$ cat src/rtl/bcd_display_scanner_pkg.sv
// bcd_display_scanner_pkg: segment patterns, digit positions and DP positions for the display scanner
package bcd_display_scanner_pkg;
  localparam logic [6:0] SEG_DIGIT [10] = '{7'h40, 7'h79, 7'h24, 7'h30, 7'h19, 7'h12, 7'h02, 7'h78, 7'h00, 7'h10};
  localparam logic [6:0] SEG_DASH = 7'h3F;
  localparam logic [6:0] SEG_BLANK = 7'h7F;
  localparam logic [7:0] ANODES_OFF = 8'hFF;
  localparam logic [2:0] DIGIT_F2 = 3'd0;
  localparam logic [2:0] DIGIT_F1 = 3'd1;
  localparam logic [2:0] DIGIT_S2 = 3'd2;
  localparam logic [2:0] DIGIT_S1 = 3'd3;
  localparam logic [2:0] DIGIT_M2 = 3'd4;
  localparam logic [2:0] DIGIT_M1 = 3'd5;
  localparam logic [2:0] DIGIT_H2 = 3'd6;
  localparam logic [2:0] DIGIT_H1 = 3'd7;
  localparam logic [2:0] DP_SEP = DIGIT_S2;
  localparam logic [2:0] DP_PM = DIGIT_H2;
endpackage

$ cat src/rtl/bcd_display_scanner_if.sv
// bcd_display_scanner_if: time/control inputs and multiplexed display outputs of the scanner
interface bcd_display_scanner_if;
  logic [31:0] i_Time;
  logic i_PM;
  logic [7:0] i_Blink_Mask;
  logic i_Enable;
  logic [7:0] o_Anodes;
  logic [6:0] o_Segments;
  logic o_DP;
  modport master (output i_Time, i_PM, i_Blink_Mask, i_Enable, input o_Anodes, o_Segments, o_DP);
  modport slave (input i_Time, i_PM, i_Blink_Mask, i_Enable, output o_Anodes, o_Segments, o_DP);
endinterface

$ cat src/rtl/bcd_display_scanner_bcd_to_seg.sv
// bcd_to_seg: BCD nibble to active-low {g..a} pattern, dash for values above 9
module bcd_to_seg
  import bcd_display_scanner_pkg::*;
(
  input  logic [3:0] nib,
  output logic [6:0] seg
);
  always_comb seg = nib > 4'd9 ? SEG_DASH : SEG_DIGIT[nib];
endmodule

$ cat src/rtl/bcd_display_scanner.sv
// bcd_display_scanner: 8-digit multiplexed seven-segment driver with per-frame snapshot, blink and blanking
module bcd_display_scanner
  import bcd_display_scanner_pkg::*;
#(
  parameter int DIGIT_PERIOD = 5000,
  parameter int BLANK_CYCLES = 16,
  parameter int BLINK_PERIOD = 2500000
) (
  input logic i_Clk_5MHz,
  input logic i_Reset,
  bcd_display_scanner_if.slave bus
);
  localparam int PW = $clog2(DIGIT_PERIOD);
  localparam int BW = BLINK_PERIOD > 1 ? $clog2(BLINK_PERIOD) : 1;
  logic [PW-1:0] pre_q, pre_d;
  logic [2:0] idx_q, idx_d;
  logic [BW-1:0] blk_q, blk_d;
  logic phase_q, phase_d;
  logic [31:0] time_q, time_d;
  logic pm_q, pm_d;
  logic [7:0] mask_q, mask_d;
  logic [7:0] an_q, an_d;
  logic [6:0] seg_q, seg_d;
  logic dp_q, dp_d;
  logic [6:0] dec;
  logic load, dark, slot_end, blink_end;
  bcd_to_seg u_dec (.nib(time_q[{idx_q, 2'b00} +: 4]), .seg(dec));
  always_comb begin
    slot_end = pre_q == PW'(DIGIT_PERIOD - 1);
    blink_end = blk_q == BW'(BLINK_PERIOD - 1);
    load = idx_q == DIGIT_F2 && pre_q == '0;
    pre_d = slot_end ? '0 : pre_q + 1'b1;
    idx_d = slot_end ? idx_q + 3'd1 : idx_q;
    blk_d = blink_end ? '0 : blk_q + 1'b1;
    phase_d = blink_end ? ~phase_q : phase_q;
    time_d = load ? bus.i_Time : time_q;
    pm_d = load ? bus.i_PM : pm_q;
    mask_d = load ? bus.i_Blink_Mask : mask_q;
    // a zero tens-of-hours digit stays dark rather than showing a leading 0
    dark = !bus.i_Enable || pre_q < PW'(BLANK_CYCLES) || (phase_q && mask_q[idx_q])
           || (idx_q == DIGIT_H1 && time_q[31:28] == 4'd0);
    an_d = dark ? ANODES_OFF : ~(8'd1 << idx_q);
    seg_d = dark ? SEG_BLANK : dec;
    dp_d = dark || !(idx_q == DP_SEP || (idx_q == DP_PM && pm_q));
  end
  always_ff @(posedge i_Clk_5MHz) begin
    if (i_Reset) begin
      pre_q <= '0;
      idx_q <= '0;
      blk_q <= '0;
      phase_q <= 1'b0;
      time_q <= '0;
      pm_q <= 1'b0;
      mask_q <= '0;
      an_q <= ANODES_OFF;
      seg_q <= SEG_BLANK;
      dp_q <= 1'b1;
    end else begin
      pre_q <= pre_d;
      idx_q <= idx_d;
      blk_q <= blk_d;
      phase_q <= phase_d;
      time_q <= time_d;
      pm_q <= pm_d;
      mask_q <= mask_d;
      an_q <= an_d;
      seg_q <= seg_d;
      dp_q <= dp_d;
    end
  end
  assign bus.o_Anodes = an_q;
  assign bus.o_Segments = seg_q;
  assign bus.o_DP = dp_q;
endmodule

$ cat src/flat_wrapper.sv
// flat-port wrapper written by rule: the top's interface ports become plain ports
module bcd_display_scanner_flat import bcd_display_scanner_pkg::*;
#(
  parameter int DIGIT_PERIOD = 5000,
  parameter int BLANK_CYCLES = 16,
  parameter int BLINK_PERIOD = 2500000
)
  (i_Clk_5MHz, i_Reset, bus_i_Time, bus_i_PM, bus_i_Blink_Mask, bus_i_Enable, bus_o_Anodes, bus_o_Segments, bus_o_DP);
  bcd_display_scanner_if bus_i ();
  input logic i_Clk_5MHz;
  input logic i_Reset;
  input wire logic [$bits(bus_i.i_Time)-1:0] bus_i_Time;
  input wire logic [$bits(bus_i.i_PM)-1:0] bus_i_PM;
  input wire logic [$bits(bus_i.i_Blink_Mask)-1:0] bus_i_Blink_Mask;
  input wire logic [$bits(bus_i.i_Enable)-1:0] bus_i_Enable;
  output wire logic [$bits(bus_i.o_Anodes)-1:0] bus_o_Anodes;
  output wire logic [$bits(bus_i.o_Segments)-1:0] bus_o_Segments;
  output wire logic [$bits(bus_i.o_DP)-1:0] bus_o_DP;
  assign bus_i.i_Time = bus_i_Time;
  assign bus_i.i_PM = bus_i_PM;
  assign bus_i.i_Blink_Mask = bus_i_Blink_Mask;
  assign bus_i.i_Enable = bus_i_Enable;
  assign bus_o_Anodes = bus_i.o_Anodes;
  assign bus_o_Segments = bus_i.o_Segments;
  assign bus_o_DP = bus_i.o_DP;
  bcd_display_scanner #(.DIGIT_PERIOD(DIGIT_PERIOD), .BLANK_CYCLES(BLANK_CYCLES), .BLINK_PERIOD(BLINK_PERIOD)) u_core (.i_Clk_5MHz(i_Clk_5MHz), .i_Reset(i_Reset), .bus(bus_i));
endmodule
$ cat config.mk
export PLATFORM = sky130hd
export DESIGN_NAME = bcd_display_scanner_flat
export DESIGN_NICKNAME = d
export VERILOG_FILES = /design/src/rtl/bcd_display_scanner_pkg.sv /design/src/rtl/bcd_display_scanner_if.sv /design/src/rtl/bcd_display_scanner_bcd_to_seg.sv /design/src/rtl/bcd_display_scanner.sv /design/src/flat_wrapper.sv
export SDC_FILE = /design/constraint.sdc
export NUM_CORES = 1
export LEC_CHECK = 0
export CORE_ASPECT_RATIO = 1.75
export CORE_MARGIN = 2
export CORE_UTILIZATION = 51
export CTS_BUF_LIST = sky130_fd_sc_hd__clkbuf_4
export CTS_CLUSTER_DIAMETER = 80
export DETAILED_ROUTE_END_ITERATION = 8
export GPL_TIMING_DRIVEN = 0
export PLACE_DENSITY = 0.79
export SETUP_SLACK_MARGIN = 0.3
export SYNTH_ARGS = -nofsm -noshare
export SYNTH_HDL_FRONTEND = slang
export SYNTH_SLANG_ARGS = --single-unit
$ cat constraint.sdc
create_clock -name i_Clk_5MHz -period 2.3 [get_ports i_Clk_5MHz]
set_clock_uncertainty 0.15 [all_clocks]
set_input_delay 0.345 -clock i_Clk_5MHz [delete_from_list [all_inputs] [get_ports i_Clk_5MHz]]
set_output_delay 0.345 -clock i_Clk_5MHz [all_outputs]
set_load 0.05 [all_outputs]
== After elaboration in Yosys (flattened, before gate mapping) ==
Memory sizes are Yosys's and may differ from the RTL's.
Cells that the tools add are included.

* Bits in registers: 96
* Bits in read-only memories: 112
* Input bits: 44
* Output and inout bits: 16
* Word-level logic and storage cells: 52
* Memories kept: 1

{| class="wikitable"
|+ Memories
! name !! words !! width !! rd ports !! clocked after memory_dff !! wr ports !! RTL line !! text
|-
| (name not given) || 16 || 7 || 1 || 0 || 0 || bcd_display_scanner_bcd_to_seg.sv:8 || <nowiki>always_comb seg = nib > 4'd9 ? SEG_DASH : SEG_DIGIT[nib];</nowiki>
|}

* Add/subtract/negate cells: 3
* $lt $le $gt $ge: 4
* Equal/unequal tests: 5
* Shift-type cells: 2
* Muxes and demuxes: 5
* Bitwise logic cells: 3
* Reductions and logical operators: 18

{| class="wikitable"
|+ Operators by type and width
! cell !! count
|-
| variable part select 32 x 6 -> 4 bit || 1
|-
| adder 22 x 1 -> 22 bit (second input constant) || 1
|-
| equality test 22 bit (second input constant) || 1
|-
| 2-to-1 mux 7 bit || 3
|-
| adder 13 x 1 -> 13 bit (second input constant) || 1
|-
| equality test 13 bit (second input constant) || 1
|-
| zero test 13 bit || 1
|-
| < comparator 13 x 5 -> 1 bit (second input constant) || 1
|-
| inverter 8 bit || 1
|-
| << shifter 1 x 3 -> 8 bit (first input constant) || 1
|-
| equality test 3 bit (second input constant) || 2
|-
| OR reduction 2 bit || 3
|-
| >= comparator 5 bit (second input constant) || 1
|-
| logical OR 1 bit || 5
|-
| inverter 4 -> 5 bit || 1
|-
| greater-than comparator 4 bit (second input constant) || 1
|-
| logical AND 1 bit || 4
|-
| zero test 4 bit || 1
|-
| < comparator 3 x 4 -> 1 bit (second input constant) || 1
|-
| adder 3 x 1 -> 3 bit (second input constant) || 1
|-
| binary-select mux 1 bit (select 3 bit) || 1
|-
| equality test 3 x 2 -> 1 bit (second input constant) || 1
|-
| zero test 3 bit || 1
|-
| OR reduction 3 bit || 1
|-
| 3 further kinds || 4
|}

== Longest topological paths before layout ==
* Depth after elaboration: 6
* Mapped depth: 11

== Cells and area by module ==
Synthesis repeated with hierarchy kept, for this count alone.

* Cells, all modules: 490
* Area, all modules: 4227.8 sq um

{| class="wikitable"
|+ By module, submodules not included
! module !! times used !! cells each !! area each (sq um)
|-
| bcd_display_scanner || 1 || 464 || 4008.8
|-
| bcd_to_seg || 1 || 26 || 219.0
|}

== Worst setup path before layout ==
OpenSTA, ideal clock, no wires.

* Path kind: register to register
* Start: register u_core.idx_q[0]
* End: register u_core.seg_q[5], in the netlist u_core.bus.o_Segments[5]
* Arrival time: 2138 ps
* Path slack: -129 ps
* Cell stages (with the launch flop): 10
* Period minus slack after synthesis: 2429 ps
* Cells stage by stage: dfxtp_1 -> buf_6 -> buf_4 -> mux4_2 -> a21oi_1 -> ha_1 -> nor2_1 -> nor3_1 -> o21a_1 -> o21ai_0

* Word-level cells in the longest chain between the ends: 6

{| class="wikitable"
|+ Ends and longest elaborated chain
! item !! RTL line !! text
|-
| start: declaration || bcd_display_scanner.sv:16 || <nowiki>logic [2:0] idx_q, idx_d;</nowiki>
|-
| start signal: assignment || bcd_display_scanner.sv:60 || <nowiki>idx_q <= idx_d;</nowiki>
|-
| branches (longest 6 deep; another with memory (16 x 7 bit)) || -- ||
|-
| end signal: assignment || bcd_display_scanner.sv:67 || <nowiki>seg_q <= seg_d;</nowiki>
|-
| end: declaration || bcd_display_scanner.sv:23 || <nowiki>logic [6:0] seg_q, seg_d;</nowiki>
|}

Parallel ways; which one is timed is not known. The select of a mux whose other input is x is not followed.
A chain may end at the register's enable or synchronous reset.

== Worst setup path in the final report ==
* Start: register u_core.idx_q[0]
* End: register u_core.seg_q[4], in the netlist u_core.bus.o_Segments[4]

The elaborated chain is that of the path after synthesis.

==> run_results.csv <==
group,metric,value,unit
power_and_ir_drop,combPwrFrac,20.6,%
drt,vias_per_cell,5.61,
worst_setup_path,end_kind,"flop",
drt,drt_pass1_iterations,4,
power_and_ir_drop,p_clk_share,26.7,%
min_path,min_path_type,"input pin to flop",
synth,synth_compound_area_share,8.19,%
drt,wl,11.3,mm
worst_setup_path,r2r_setup_slack,0.008,ns
final_layout,register_area,1930,um^2
worst_setup_path,path_depth,9,
clocking,htreeDepth,3,
synth,ys.flop_type,"dfxtp_1",
power_and_ir_drop,pwr-share-seq,52.7,%
global_routing,grt_max_degree,15,
place,dp_cells,623,
timing,finalSetupViolCount,0,
power_and_ir_drop,p_per_area,577,nW/um^2
global_routing,grt_pass1_vias,3461,
worst_setup_path,worst_path_largest_cell_delay,0.54,ns
worst_setup_path,cpMaxStageDelayCell,"mux4_2",
global_routing,grt_pass1_wl,15.6,mm
final_layout,antenna-diode-count,0,
run,drv_cap,0,
worst_setup_path,ff2ff_path_depth,9,
place,place.port_buffers,59,
place,place_congestion,0.851,
synth,synthTopCellsByArea,"dfxtp_1 (46%), nand2_1 (9.2%), a21oi_1 (5.4%)",
floorplan,num_rows,43,
global_routing,grt_overflow,0,
drt,wire_per_inst,16.9,um
final_layout,design_area,5880,um^2
clocking,worstSkewPairLatency,0.48,ns
synth,synth_edf_count,0,
worst_setup_path,worst_setup_path_start_kind,"flop",
final_layout,area_growth,42.1,%
global_routing,antenna_found_initial,0,
worst_setup_path,timing.rr.end,"u_core.bus.o_Segments[4]$_SDFF_PP1_",
synth,ys_warn_count,0,
synth,yosysUniqueCellTypes,45,
timing,max_freq,0.436,GHz
timing,worst_pin_slew,0.738,ns
final_layout,final_util,74.4,%
synth,synth-seq-area-share,46.4,%
synth,ys_ff_latch,96,
synth,synth_top_cell_by_area,"dfxtp_1",
place,dpl-instance-area,4900,um^2
power_and_ir_drop,vdd_drop_max,527,uV
drt,ant_nets,0,
final_layout,nNetsFinal,631,
synth,synth_fp_nets,531,
timing,period_needed,2.29,ns
clocking,clockRootBuffer,"clkbuf_4",
clocking,cts_tree,"yes",
worst_setup_path,crit_family,"multiplexers",
global_routing,grt_util_all_layers,22.9,%
worst_setup_path,worstPathArrival,2.56,ns
synth,synth.area.mux_share,5.68,%
synth,ys_async_sr_fraction,0,%
timing,finalCritPeriodShare,99.6,%
final_layout,drive_gt1_share,30.1,%
drt,drtIter0Drc,225,
timing,drv_slew,0,
power_and_ir_drop,power,0.00340,W
clocking,clockBufferDepth,2,
floorplan,die_h,123,um
floorplan,die_w,72.1,um
power_and_ir_drop,swShare,28.4,%
timing,rsz0062_at_grt,"yes",
timing,hold_viol,0,
status,status,"complete, no violations",
final_layout,layout.cells.non_filler,669,
floorplan,initial_core_util,52.3,%
worst_setup_path,timing.critical_path.from,"u_core.idx_q[0]$_SDFFE_PP0P_",
clocking,path_clk_slew,0.14,ns
synth,synthXorXnorAreaFrac,6.98,%
clocking,cts_num_sinks,96,
drt,drc_errors,0,
worst_setup_path,reg2reg_from,"u_core.idx_q[0]$_SDFFE_PP0P_",
floorplan,coreArea,7910,um^2
timing,max-slew-margin-rel,50.8,%
worst_setup_path,cp_max_fo,5,
synth,synth_top_family_by_area,"simple AND/OR/NAND/NOR gates",
final_layout,fillers,512,
worst_setup_path,critPathCapture,"u_core.bus.o_Segments[4]$_SDFF_PP1_",
worst_setup_path,worstPathRequired,2.57,ns
floorplan,die_area,8880,um^2
timing,whs,0.256,ns
final_layout,multiInputGateArea,2560,um^2
synth,yosys-top-cells-count,"nand2_1 (101), dfxtp_1 (96), nor2_1 (49)",
synth,synth_simple_gate_area_share,24.1,%
drt,vias,3755,
synth,synth.most_common_cell,"nand2_1",
synth,synth_cells,474,
worst_setup_path,critPathBufInv,4,
place,dpl.hpwl,6.78,mm
worst_setup_path,path_class,"flop to flop",
floorplan,boundaryPins,60,
synth,syn_area_per_cell,8.73,um^2
power_and_ir_drop,switchingPower,0.000963,W
power_and_ir_drop,leakage,2.21,nW
worst_setup_path,cp_cell_sequence,"buf_8, buf_12, mux4_2, a21oi_4, buf_4, inv_2, ha_1, nor3b_2, o21ai_1",
power_and_ir_drop,p_int,0.00243,W
synth,synth_area,4140,um^2
synth,synth_top_area_share,46.4,%
synth,synthAdderAreaFrac,3.93,%
clocking,cts_buffers,9,
kinds of logic after synthesis:
logic type,Yosys count
flip-flops,96
adder cells (fa/ha/maj),13
XOR/XNOR,33
AO/OA/AOI/OAI,60
buffers and inverters,37
AND/OR/NAND/NOR,219
multiplexers,16
routing by layer:
metal	wire (um)	vias to the layer above	global-route usage, %
met2	6170	113	40.7
met5	0	-	0
met3	565	37	6.19
met1	4220	1807	24.8
li1	-	1798	-
met4	370	0	10.5
per-stage QoR:
step                      setup WS, ns  setup TNS, ns
after floorplan                  0.136              0
after global placement          -0.129          -3.25
after detailed placement        -0.190          -6.62
after CTS                      0.00630              0
after global routing           -0.0853          -1.29
final                          0.00839              0
cells in the final DEF, fill, tap and decap left out, drive strengths merged, types with 2 or more instances in the layout:
cell | Yosys | final
nand4 | 11 | 11
o22ai | 3 | 3
nor3b | 2 | 2
o21ai | 6 | 6
dfxtp | 96 | 96
and4 | 2 | 2
buf | 9 | 44
ha | 13 | 13
dlygate4sd2 | 0 | 16
or2 | 3 | 3
nor2 | 49 | 49
clkdlybuf4s50 | 0 | 43
nand4b | 3 | 3
nand3 | 18 | 18
inv | 12 | 12
clkinv | 1 | 4
xor2 | 16 | 16
nor3 | 8 | 8
xnor2 | 17 | 17
mux2i | 10 | 10
nand2 | 101 | 101
a21oi | 45 | 45
mux4 | 6 | 6
and3 | 5 | 5
and2 | 5 | 5
nor4 | 5 | 5
clkbuf | 15 | 21
worst register-to-register path, stage by stage (launching register included):
cell,delay (ns)
dfxtp_2,0.39
buf_8,0.13
buf_12,0.11
mux4_2,0.54
a21oi_4,0.23
buf_4,0.17
inv_2,0.04
ha_1,0.21
nor3b_2,0.16
o21ai_1,0.12
registers in the layout (all words and copies together) (netlist names):
register / cells
u_core.time_q: 32
u_core.idx_q: 3
u_core.blk_q: 22
u_core.bus.o_Segments: 7
u_core.bus.o_Anodes: 8
u_core.bus.o_DP: 1
u_core.pre_q: 13
u_core.pm_q: 1
u_core.phase_q: 1
u_core.mask_q: 8
power groups by stage:
stage          Clock, W  Sequential (W)  Combinational (W)
6_report       0.000905         0.00179           0.000701
5_1_grt        0.000968         0.00179           0.000750
4_1_cts        0.000898         0.00178           0.000480
3_5_place_dp          0         0.00182           0.000421
3_3_place_gp          0         0.00181           0.000410
2_1_floorplan         0         0.00180           0.000277
cell type report:
cell class	count	share of cell area, %
buffer	24	3.70
inverter	13	0.936
clock inverter	5	0.808
multi-input combinational	341	43.5
clock buffer	11	1.40
timing repair buffer	89	14.9
sequential	96	32.8
tap	90	1.91
timing repair:
item                                    CTS  global route
endpoints found under the setup margin  108            92
hold buffers                              0             0
hold endpoints to repair                  0             0
gates resized for setup                  59           138
buffers inserted                         14            10
gates cloned                              3             3
pin swaps                                12            60
how the worst min path moves through the flow:
| stage | start | slack [ns] | cells after the start | end |
|---|---|---|---|---|
| detailed placement | u_core.blk_q[0]$_SDFF_PP0_ | 0.28 | 1 | u_core.blk_q[0]$_SDFF_PP0_ |
| floorplan | u_core.blk_q[0]$_SDFF_PP0_ | 0.26 | 1 | u_core.blk_q[0]$_SDFF_PP0_ |
| CTS | bus_i_Time[11] | 0.25 | 3 | u_core.time_q[11]$_SDFFE_PP0P_ |
| global placement | u_core.blk_q[0]$_SDFF_PP0_ | 0.27 | 1 | u_core.blk_q[0]$_SDFF_PP0_ |
| global route | bus_i_Time[11] | 0.27 | 3 | u_core.time_q[11]$_SDFFE_PP0P_ |
| finish | bus_i_Time[11] | 0.26 | 3 | u_core.time_q[11]$_SDFFE_PP0P_ |
No activity file was read; power rests on OpenSTA's default activity.
